`src/rtl/dm_access_pkg.sv`:
```
// Shared definitions for the data-memory access unit: size encodings,
// FSM state encoding and default word width.
package dm_access_pkg;

  localparam int unsigned WORD_SIZE = 32;

  localparam logic [1:0] SIZE_B = 2'b00;
  localparam logic [1:0] SIZE_H = 2'b01;
  localparam logic [1:0] SIZE_W = 2'b10;

  typedef enum logic [2:0] {
    IDLE,
    RD,
    CAP,
    WR,
    RSP
  } state_t;

  // Size 11 only reaches the datapath when error checking is off, where it acts as a word.
  function automatic logic size_is_word(input logic [1:0] size);
    return (size == SIZE_W) || (size == 2'b11);
  endfunction

endpackage

```
`src/rtl/dm_access_unit_lane_align.sv`:
```
// dm_lane_align: little-endian lane select with sign/zero extension for loads,
// and lane merge into a captured word for sub-word stores.
module dm_lane_align #(
  parameter int unsigned WORD_SIZE = 32
) (
  input  logic [1:0]           size,
  input  logic                 is_unsigned,
  input  logic [1:0]           addr_lo,
  input  logic [WORD_SIZE-1:0] rdata,
  input  logic [WORD_SIZE-1:0] wdata,
  output logic [WORD_SIZE-1:0] load_data,
  output logic [WORD_SIZE-1:0] merge_data
);
  import dm_access_pkg::*;

  logic [4:0]           byte_shift;
  logic [4:0]           half_shift;
  logic [7:0]           byte_lane;
  logic [15:0]          half_lane;
  logic [WORD_SIZE-1:0] byte_mask;
  logic [WORD_SIZE-1:0] half_mask;

  always_comb begin
    byte_shift = {addr_lo, 3'b000};
    // Halfword lane depends on addr[1] only; addr[0] is either an error or ignored.
    half_shift = {addr_lo[1], 4'b0000};
    byte_lane  = 8'(rdata >> byte_shift);
    half_lane  = 16'(rdata >> half_shift);
    byte_mask  = WORD_SIZE'(8'hFF) << byte_shift;
    half_mask  = WORD_SIZE'(16'hFFFF) << half_shift;

    load_data  = rdata;
    merge_data = wdata;
    case (size)
      SIZE_B: begin
        load_data  = {{(WORD_SIZE-8){byte_lane[7] & ~is_unsigned}}, byte_lane};
        merge_data = (rdata & ~byte_mask) | (WORD_SIZE'(wdata[7:0]) << byte_shift);
      end
      SIZE_H: begin
        load_data  = {{(WORD_SIZE-16){half_lane[15] & ~is_unsigned}}, half_lane};
        merge_data = (rdata & ~half_mask) | (WORD_SIZE'(wdata[15:0]) << half_shift);
      end
      default: ;
    endcase
  end

endmodule

```
`src/rtl/dm_access_unit.sv`:
```
// Load/store access unit in front of a word-wide synchronous data memory.
// Define DM_ACCESS_ERR_EN to enable misalignment and illegal-size error responses.
module dm_access_unit #(
  parameter int unsigned WORD_SIZE = dm_access_pkg::WORD_SIZE
) (
  input  logic                 i_clk,
  input  logic                 i_rst,
  input  logic                 i_req_valid,
  output logic                 o_req_ready,
  input  logic                 i_req_we,
  input  logic [1:0]           i_req_size,
  input  logic                 i_req_unsigned,
  input  logic [WORD_SIZE-1:0] i_req_addr,
  input  logic [WORD_SIZE-1:0] i_req_wdata,
  output logic                 o_rsp_valid,
  output logic [WORD_SIZE-1:0] o_rsp_rdata,
  output logic                 o_rsp_err,
  output logic [WORD_SIZE-1:0] o_DM_addr,
  output logic [WORD_SIZE-1:0] o_DM_wd,
  output logic                 o_DM_wen,
  output logic                 o_DM_ren,
  input  logic [WORD_SIZE-1:0] i_DM_rd
);
  import dm_access_pkg::*;

  state_t               state;
  logic                 req_we;
  logic [1:0]           req_size;
  logic                 req_unsigned;
  logic [1:0]           req_addr_lo;
  logic [WORD_SIZE-1:0] req_wdata;
  logic                 req_err;
  logic [WORD_SIZE-1:0] load_data;
  logic [WORD_SIZE-1:0] merge_data;

`ifdef DM_ACCESS_ERR_EN
  assign req_err = (i_req_size == 2'b11) ||
                   ((i_req_size == SIZE_H) && i_req_addr[0]) ||
                   ((i_req_size == SIZE_W) && (i_req_addr[1:0] != 2'b00));
`else
  assign req_err = 1'b0;
`endif

  dm_lane_align #(
    .WORD_SIZE(WORD_SIZE)
  ) u_lane_align (
    .size       (req_size),
    .is_unsigned(req_unsigned),
    .addr_lo    (req_addr_lo),
    .rdata      (i_DM_rd),
    .wdata      (req_wdata),
    .load_data  (load_data),
    .merge_data (merge_data)
  );

  always_ff @(posedge i_clk) begin
    if (i_rst) begin
      state        <= IDLE;
      o_req_ready  <= 1'b1;
      o_DM_ren     <= 1'b0;
      o_DM_wen     <= 1'b0;
      o_DM_addr    <= '0;
      o_DM_wd      <= '0;
      o_rsp_valid  <= 1'b0;
      o_rsp_rdata  <= '0;
      o_rsp_err    <= 1'b0;
      req_we       <= 1'b0;
      req_size     <= '0;
      req_unsigned <= 1'b0;
      req_addr_lo  <= '0;
      req_wdata    <= '0;
    end else begin
      case (state)
        IDLE: begin
          if (i_req_valid && o_req_ready) begin
            req_we       <= i_req_we;
            req_size     <= i_req_size;
            req_unsigned <= i_req_unsigned;
            req_addr_lo  <= i_req_addr[1:0];
            req_wdata    <= i_req_wdata;
            o_req_ready  <= 1'b0;
            o_DM_addr    <= {i_req_addr[WORD_SIZE-1:2], 2'b00};
            if (req_err) begin
              state       <= RSP;
              o_rsp_valid <= 1'b1;
              o_rsp_err   <= 1'b1;
              o_rsp_rdata <= '0;
            end else if (i_req_we && size_is_word(i_req_size)) begin
              state    <= WR;
              o_DM_wen <= 1'b1;
              o_DM_wd  <= i_req_wdata;
            end else begin
              state    <= RD;
              o_DM_ren <= 1'b1;
            end
          end
        end
        RD: begin
          o_DM_ren <= 1'b0;
          state    <= CAP;
        end
        // Read data is valid here; it is consumed straight into the response or write word.
        CAP: begin
          if (req_we) begin
            state    <= WR;
            o_DM_wen <= 1'b1;
            o_DM_wd  <= merge_data;
          end else begin
            state       <= RSP;
            o_rsp_valid <= 1'b1;
            o_rsp_rdata <= load_data;
          end
        end
        WR: begin
          o_DM_wen    <= 1'b0;
          state       <= RSP;
          o_rsp_valid <= 1'b1;
          o_rsp_rdata <= '0;
        end
        RSP: begin
          o_rsp_valid <= 1'b0;
          o_rsp_err   <= 1'b0;
          o_rsp_rdata <= '0;
          o_req_ready <= 1'b1;
          state       <= IDLE;
        end
        default: begin
          state       <= IDLE;
          o_req_ready <= 1'b1;
          o_DM_ren    <= 1'b0;
          o_DM_wen    <= 1'b0;
          o_rsp_valid <= 1'b0;
        end
      endcase
    end
  end

endmodule

```
`config.mk`:
```
export PLATFORM = sky130hd
export DESIGN_NAME = dm_access_unit
export DESIGN_NICKNAME = d
export VERILOG_FILES = /design/src/rtl/dm_access_pkg.sv /design/src/rtl/dm_access_unit_lane_align.sv /design/src/rtl/dm_access_unit.sv
export SDC_FILE = /design/constraint.sdc
export NUM_CORES = 1
export LEC_CHECK = 0
export BUFFER_PORTS_ARGS = -buffer_cell sky130_fd_sc_hd__clkbuf_2
export CAP_MARGIN = 15
export CORE_MARGIN = 2
export CORE_UTILIZATION = 50
export DETAILED_ROUTE_END_ITERATION = 8
export PLACE_DENSITY = 0.78
export SLEW_MARGIN = 40
export SYNTH_ARGS = -nofsm -noshare
export SYNTH_HDL_FRONTEND = slang
export SYNTH_SLANG_ARGS = --single-unit
```
`constraint.sdc`:
```
create_clock -name i_clk -period 2.25 [get_ports i_clk]
set_input_delay 0.45 -clock i_clk [delete_from_list [all_inputs] [get_ports i_clk]]
set_output_delay 0.45 -clock i_clk [all_outputs]
set_load 0.05 [all_outputs]
```
Word-level counts from Yosys, hierarchy flattened
Index checks and enable logic that the tools add are counted.
- register bits after elaboration: 139
- equality and inequality tests: 12
- shifts and indexed selects: 6
- muxes and demuxes: 23
- bitwise operators: 13
- reduce and logical (&&, ||, !) cells: 19
- operator list (operator ; number):
    one-hot mux 32 bit (2 select lines) ; 4
    2-to-1 mux 32 bit ; 4
    bitwise AND 32 bit ; 2
    NOT 32 bit ; 2
    bitwise OR 32 bit ; 2
    left shift 16 x 5 -> 32 bit ; 1
    left shift 16 x 5 -> 32 bit, first input constant ; 1
    left shift 8 x 5 -> 32 bit ; 1
    left shift 8 x 5 -> 32 bit, first input constant ; 1
    >> shifter 32 x 5 -> 16 bit ; 1
    >> shifter 32 x 5 -> 8 bit ; 1
    one-hot mux 3 bit (4 select lines) ; 1
    != test 2 bit, second input constant ; 5
    AND reduction 2 bit ; 4
    AND reduction 4 bit ; 2
    2-to-1 mux 1 bit ; 7
    equality test 3 x 2 -> 1 bit, second input constant ; 2
    2-to-1 mux 3 bit ; 2
    one-hot mux 1 bit (3 select lines) ; 2
    OR reduction 2 bit ; 3
    OR reduction 3 bit ; 2
    NOT 1 bit ; 5
    equality test 2 bit, second input constant ; 2
    one-hot mux 1 bit (2 select lines) ; 2
    11 further kinds ; 14

Depth between registers and ports, before layout
Gate-level depths: netlist (run 1).
- word-level depth: 7
- depth in mapped cells: 8
- mapped depth without buffers: 5

Cells and area by module
From an unflattened synthesis (run 1), not the netlist that was laid out.
- cells, all modules: 794
- area total of the unflattened synthesis: 7085.5 um^2
- by module, submodules not included (module ; times used ; cells an instance ; area an instance (um^2) ; sequential area each (um^2)):
    dm_access_unit ; 1 ; 576 ; 5585.4 ; 2782.7
    dm_lane_align ; 1 ; 218 ; 1500.2 ; 0.0

Worst setup path after synthesis (run 1)
No wires, ideal clock.
- path type: in2reg
- from: in i_rst
- to: reg o_rsp_rdata[16]
- arrival time: 1.976 ns
- required time: 2.192 ns
- path slack: 0.216 ns
- stages on the path: 6
- buffers on the path: 2
- cell sequence: clkbuf_1 > or4_4 > or3_4 > a211oi_4 > buf_6 > a221o_2
- RTL lines (what ; RTL line ; source):
    start: declaration ; dm_access_unit.sv:7 ; input logic i_rst,
    end signal: assignment ; dm_access_unit.sv:111 ; o_rsp_rdata <= load_data;
    end: declaration ; dm_access_unit.sv:16 ; output logic [WORD_SIZE-1:0] o_rsp_rdata,

Final worst setup path (run 1)
- from: reg state[1]
- to: reg o_rsp_rdata[19]
- longest elaborated chain between the ends: 4
- elaborated cells between the ends (all ways): 8
- ends and longest elaborated chain (what ; RTL line ; source):
    start: declaration ; dm_access_unit.sv:26 ; state_t state;
    start signal: assignment ; dm_access_unit.sv:58 ; state <= IDLE;
    start signal: assignment ; dm_access_unit.sv:84 ; state <= RSP;
    start signal: assignment ; dm_access_unit.sv:89 ; state <= WR;
    equality test 3 x 2 -> 1 bit or equality test 3 bit (tied branches) ; dm_access_unit.sv:73 ; case (state)
    OR reduction 2 bit (no source line) ; - ;
    nonzero test 2 bit (no source line) ; - ;
    AND reduction 2 bit (no source line) ; - ;
Several ways; a longest one is shown, not always the timed one.
A chain may end at the register's enable or synchronous reset.

==> flow_summary.toml, run 1 <==
[sta]
setup_ws_ps = 261
fmax_mhz = 503
tns_ps = 0
post-route-period-util_pct = 88.4
slew_headroom_pct = 57.1
finClkSkew_ps = 6.07
setup_violations = 0
rsz0062_at_grt = "no"
min_period_ps = 1990
drv_slew = 0
worst_pin_slew_ps = 641
hold_viol_final = 0

[cells_and_area]
drive_above_1_share_pct = 29.4
final_common_cell = "clkbuf_2"
finalNonFillerCells = 1148
fill_cells = 1092
syn_to_final_growth_pct = 27.4
antennaDiodeCount = 0
layout.nets = 1066
mostFrequentLayoutCells = "clkbuf_2, nand2_1, dfxtp_1, a21oi_1, nor2_1"
final_util_pct = 65.5

[cts]
cts-root-buf = "clkbuf_16"
clk_latency_ps = 430
numCtsBuffers = 17
cts_tree = "done"
ctsHoldBuffers = 0
cts_resized = 0
clk_pin_slew_worst_paths_ps = 60
htreeDepth = 4
clk_path_buf_depth = 2
cts_setup_buffers = 0
cts_sinks = 139

[detailed_routing]
firstDrtPassIters = 6
via_count = 6739
detail-route-antenna-nets = 0
avgRoutedWirePerCell_um = 17.8
routed_wl_um = 20500
route.detailed.drc = 0
drt_iter0_drc = 602
viasPerCell = 5.87

[global_routing]
grt_pass1_wl_um = 31600
grtUsageTotal_pct = 28.8
antenna_found_initial = 0
first_global_vias = 6010
grt_start_max_net_pins = 107
grt_overflow = 0

[worst_setup_path]
start_kind = "flip-flop"
crit_type = "flip-flop to flip-flop"
timing.reg2reg.setup_slack_ps = 260
arrival_ps = 2360
endpoint_kind = "flip-flop"
critical_path_required_ps = 2620
crit_path_max_fanout = 16

[synth]
synth_area_per_cell_um2 = 8.23
ys_seq_area_share_pct = 42.7
yosysWarnings = 0
synth-main-ff-cell = "dfxtp_1"
synth_cell_types = 46
ys_ff_latch = 139
syn_area_um2 = 6520
synth_cells = 792
async_flop_share_pct = 0
synth_edf_count = 0

[die]
num_io_pins = 204
die_width_um = 118
initial_core_util_pct = 51.4
num_rows = 41
die_height_um = 118
die_area_um2 = 14000
core_area_um2 = 12700

[min_path]
hp-class = "primary input to flip-flop"

[place]
dp.final_hpwl_um = 14500
preCtsSetupSlack_ps = 231
gp_congestion = 0.863
portBuffers = 200
dp.cells = 1116

[pwr]
ir_drop_mv = 0.599
finalPower_mw = 7.12
power_density_nw_per_um2 = 858
leakage_nw = 3.70

[job]
max_cap_violations = 0

[run_status]
status = "finished clean"
-- report_power, final --
part	leakage, nW	total (mW)	switching [mW]	internal [mW]
Combinational	2.28	1.51	1.04	0.465
Sequential	1.13	2.75	0.122	2.63
Clock	0.290	2.87	1.07	1.80
Total	3.70	7.12	2.23	4.89
-- critical path, cell delays in order (launching register included) --
cell	delay, ps
dfxtp_1	530
nand2b_4	90
or4_4	440
or3_4	350
a211oi_4	140
buf_4	230
a221o_2	140
-- stage by stage --
step | cell area [um^2] | hold slack [ps]
final | 8300 | 236
after global routing | 8300 | 228
after CTS | 8300 | 222
after detailed placement | 7700 | 432
after global placement | 7700 | 433
after floorplan | 6520 | 436
-- synth_stat cells (all sizes together), types with 8 or more instances --
cell,n,area (um^2)
nand2,180,676
dfxtp,139,2780
a21oi,95,475
clkbuf,55,206
nor2,41,154
mux2i,26,260
a221oi,25,219
o21ai,23,115
inv,22,82.6
buf,20,113
a221o,19,203
nor3,19,95.1
a32o,16,160
a211o,15,131
o211ai,12,90.1
nand2b,10,70.1
nand3,10,50.1
and3,9,56.3
mux4,9,203
o22ai,8,50.1
-- metal layers --
metal	global-route usage (%)	vias up	wire (um)
met3	8.78	35	2380
met4	10.9	0	417
met1	38.0	3126	8390
met5	0	-	0
met2	44.3	399	9300
li1	-	3179	-
-- cells by family (layout without fill, tap and decap cells) --
| logic type | after synthesis | count (layout) | share of synthesized area, % |
|---|---|---|---|
| other | 1 | 3 | 0.0575 |
| AOI/OAI and AO/OA | 236 | 236 | 25.3 |
| and+or+nand+nor | 282 | 282 | 18.4 |
| DFF | 139 | 139 | 42.7 |
| muxes | 37 | 37 | 7.45 |
| buffers and inverters | 97 | 279 | 6.16 |
-- layout make-up --
type | count | area, um^2 | share of cell area (%)
Clock buffer | 22 | 464 | 5.59
Clock inverter | 10 | 141 | 1.70
Inverter | 22 | 82.6 | 0.994
Multi-Input combinational cell | 558 | 3360 | 40.5
Sequential cell | 139 | 2780 | 33.5
Tap cell | 172 | 215 | 2.59
Timing Repair Buffer | 225 | 1250 | 15.1
-- path summary, 6_finish.rpt --
check / startpoint / endpoint / cells past startpoint
setup / recovery: state[1]$_SDFFE_PP0P_ / o_rsp_rdata[19]$_SDFFE_PP0P_ / 6
hold / removal: i_req_addr[23] / o_DM_addr[23]$_SDFFE_PP0P_ / 3
setup reg to reg: state[1]$_SDFFE_PP0P_ / o_rsp_rdata[19]$_SDFFE_PP0P_ / 6
hold reg to reg: o_rsp_rdata[3]$_SDFFE_PP0P_ / o_rsp_rdata[3]$_SDFFE_PP0P_ / 2
-- registers in the layout (all words and copies together) (netlist names) --
signal        cells
req_we            1
o_req_ready       1
req_addr_lo       2
o_DM_wd          32
state             3
o_DM_addr        30
req_wdata        32
o_DM_wen          1
o_DM_ren          1
o_rsp_valid       1
req_size          2
o_rsp_rdata      32
req_unsigned      1
Note: power is estimated with default switching activity, not from simulation.
==> run 2, diff against run 1 <==
--- a/config.mk
+++ b/config.mk
@@ -7,10 +7,12 @@
 export LEC_CHECK = 0
 export BUFFER_PORTS_ARGS = -buffer_cell sky130_fd_sc_hd__clkbuf_2
 export CAP_MARGIN = 15
+export CELL_PAD_IN_SITES_DETAIL_PLACEMENT = 1
+export CELL_PAD_IN_SITES_GLOBAL_PLACEMENT = 1
 export CORE_MARGIN = 2
-export CORE_UTILIZATION = 50
+export CORE_UTILIZATION = 37
 export DETAILED_ROUTE_END_ITERATION = 8
-export PLACE_DENSITY = 0.78
+export PLACE_DENSITY_LB_ADDON = 0.1
 export SLEW_MARGIN = 40
 export SYNTH_ARGS = -nofsm -noshare
 export SYNTH_HDL_FRONTEND = slang
==> flow_summary.toml, run 2 (same netlist as run 1, synthesis figures left out) <==
[die]
die_area_um2 = 18700
num_rows = 48
core_area_um2 = 17200
initial_core_util_pct = 37.8
num_io_pins = 204
die_width_um = 137
die_height_um = 137

[detailed_routing]
firstDrtPassIters = 5
viasPerCell = 5.63
routed_wl_um = 23800
via_count = 6775
detail-route-antenna-nets = 0
drt-met1-wl_um = 10400
routed.top_layer = "met4"
route.met3.wl_um = 1740
avgRoutedWirePerCell_um = 19.8
drt_iter0_drc = 494
route.met2.wl_um = 11300
route.detailed.drc = 0

[cells_and_area]
syn_to_final_growth_pct = 26.8
final_common_cell = "clkbuf_2"
reg.largest.list = "o_DM_wd (32), o_rsp_rdata (32), req_wdata (32)"
layout.nets = 1069
multiInputGateArea_um2 = 3360
drive_above_1_share_pct = 29.5
mostFrequentLayoutCells = "clkbuf_2, nand2_1, dfxtp_1, a21oi_1, nor2_1"
final_util_pct = 47.9
fill_cells = 2135
register_area_um2 = 2780
antennaDiodeCount = 0

[pwr]
power_density_nw_per_um2 = 830
power_frac_seq_pct = 40.2
p_clk_share_pct = 37.7
p_sw_mw = 2.26
ir_drop_mv = 0.561
finalPower_mw = 6.86
intPower_mw = 4.59
swShare_pct = 33.0
pwr-share-comb_pct = 22.2
leakage_nw = 3.66

[worst_setup_path]
timing.reg2reg.setup_slack_ps = 220
critical_path_required_ps = 2610
endpoint_kind = "flip-flop"
start_kind = "flip-flop"
reg2reg_depth = 6
crit_type = "flip-flop to flip-flop"
worstReg2RegStart = "state[1]$_SDFFE_PP0P_"
arrival_ps = 2390
timing.rr.end = "o_rsp_rdata[28]$_SDFFE_PP0P_"
crit_path_max_fanout = 16

[sta]
drv_slew = 0
finClkSkew_ps = 8.29
fmax_mhz = 492
tns_ps = 0
slew_headroom_pct = 54.4
hold_viol_final = 0
rsz0062_at_grt = "no"
post-route-period-util_pct = 90.3
setup_violations = 0
worst_pin_slew_ps = 678
min_period_ps = 2030

[global_routing]
antenna_found_initial = 0
first_global_vias = 6878
grt_pass1_wl_um = 36900
grt_start_max_net_pins = 58
grt_overflow = 0
grtUsageTotal_pct = 25.7

[cts]
htreeDepth = 4
cts_resized = 0
clk_latency_ps = 420
clk_pin_slew_worst_paths_ps = 60
ctsHoldBuffers = 0
clk_path_buf_depth = 2
cts_sinks = 139
cts_tree = "done"
numCtsBuffers = 17
cts-root-buf = "clkbuf_16"
cts_setup_buffers = 0

[run_status]
status = "finished clean"

[place]
gp_congestion = 0.846
dp.final_hpwl_um = 17500
portBuffers = 200

[job]
max_cap_violations = 0

[min_path]
min_path_cells = 3
hold_end = "o_DM_addr[8]$_SDFFE_PP0P_"
hp-class = "primary input to flip-flop"
hold_path_startpoint = "i_req_addr[8]"
## run 2: cell count changes in the layout (fill, tap and decap cells not counted), sizes merged
| cell | delta |
|---|---|
| buf | +3 |
| bufinv | -3 |
| clkbuf | +3 |
## run 2: cell type report
class                      instances  share of cell area, %
tap                              225                   3.41
clock inverter                     7                  0.485
timing repair buffer             228                   14.7
sequential                       139                   33.7
multi-input combinational        558                   40.7
inverter                          22                   1.00
clock buffer                      25                   6.00
## run 2: stage by stage
stage / std cells / hold slack [ps] / setup slack, ps / cell area [um^2]
2_1_floorplan: 794 / 436 / 216 / 6520
3_3_place_gp: 1172 / 435 / 240 / 7720
3_5_place_dp: 1172 / 436 / 180 / 7720
4_1_cts: 1204 / 236 / 212 / 8260
5_1_grt: 1204 / 248 / 130 / 8260
6_report: 1204 / 249 / 219 / 8260
## run 2: worst max-delay path, cell delays in order, from the launching register on
cell and delay, ps:
dfxtp_1 550, nand2b_4 90, or4_4 450, or3_4 360, a211oi_4 150, buf_4 240, a221o_1 140
## run 2: metal layers
metal / GRT usage, % / vias to the layer above
li1: - / 3176
met1: 33.1 / 3327
met2: 42.4 / 250
met3: 6.37 / 22
met4: 8.04 / 0
met5: 0 / -
## run 2: worst max-delay path by stage
| stage | startpoint | endpoint | slack [ps] | cells past startpoint |
|---|---|---|---|---|
| final | state[1]$_SDFFE_PP0P_ | o_rsp_rdata[28]$_SDFFE_PP0P_ | 220 | 6 |
| after CTS | state[1]$_SDFFE_PP0P_ | o_rsp_rdata[18]$_SDFFE_PP0P_ | 210 | 6 |
| after global routing | state[1]$_SDFFE_PP0P_ | o_DM_wd[16]$_SDFFE_PP0P_ | 130 | 5 |
| after detailed placement | i_rst | o_DM_wd[11]$_SDFFE_PP0P_ | 180 | 4 |
| after global placement | i_rst | o_DM_wd[28]$_SDFFE_PP0P_ | 240 | 4 |
| after floorplan | i_rst | o_rsp_rdata[16]$_SDFFE_PP0P_ | 220 | 6 |
## run 2: power groups by stage
| stage | logic (mW) | clock network, mW | registers, mW |
|---|---|---|---|
| after floorplan | 0.682 | 0 | 3.13 |
| after global placement | 1.47 | 0 | 2.79 |
| after detailed placement | 1.51 | 0 | 2.80 |
| after CTS | 1.52 | 2.62 | 2.75 |
| after global routing | 1.64 | 2.74 | 2.77 |
| final | 1.52 | 2.58 | 2.75 |
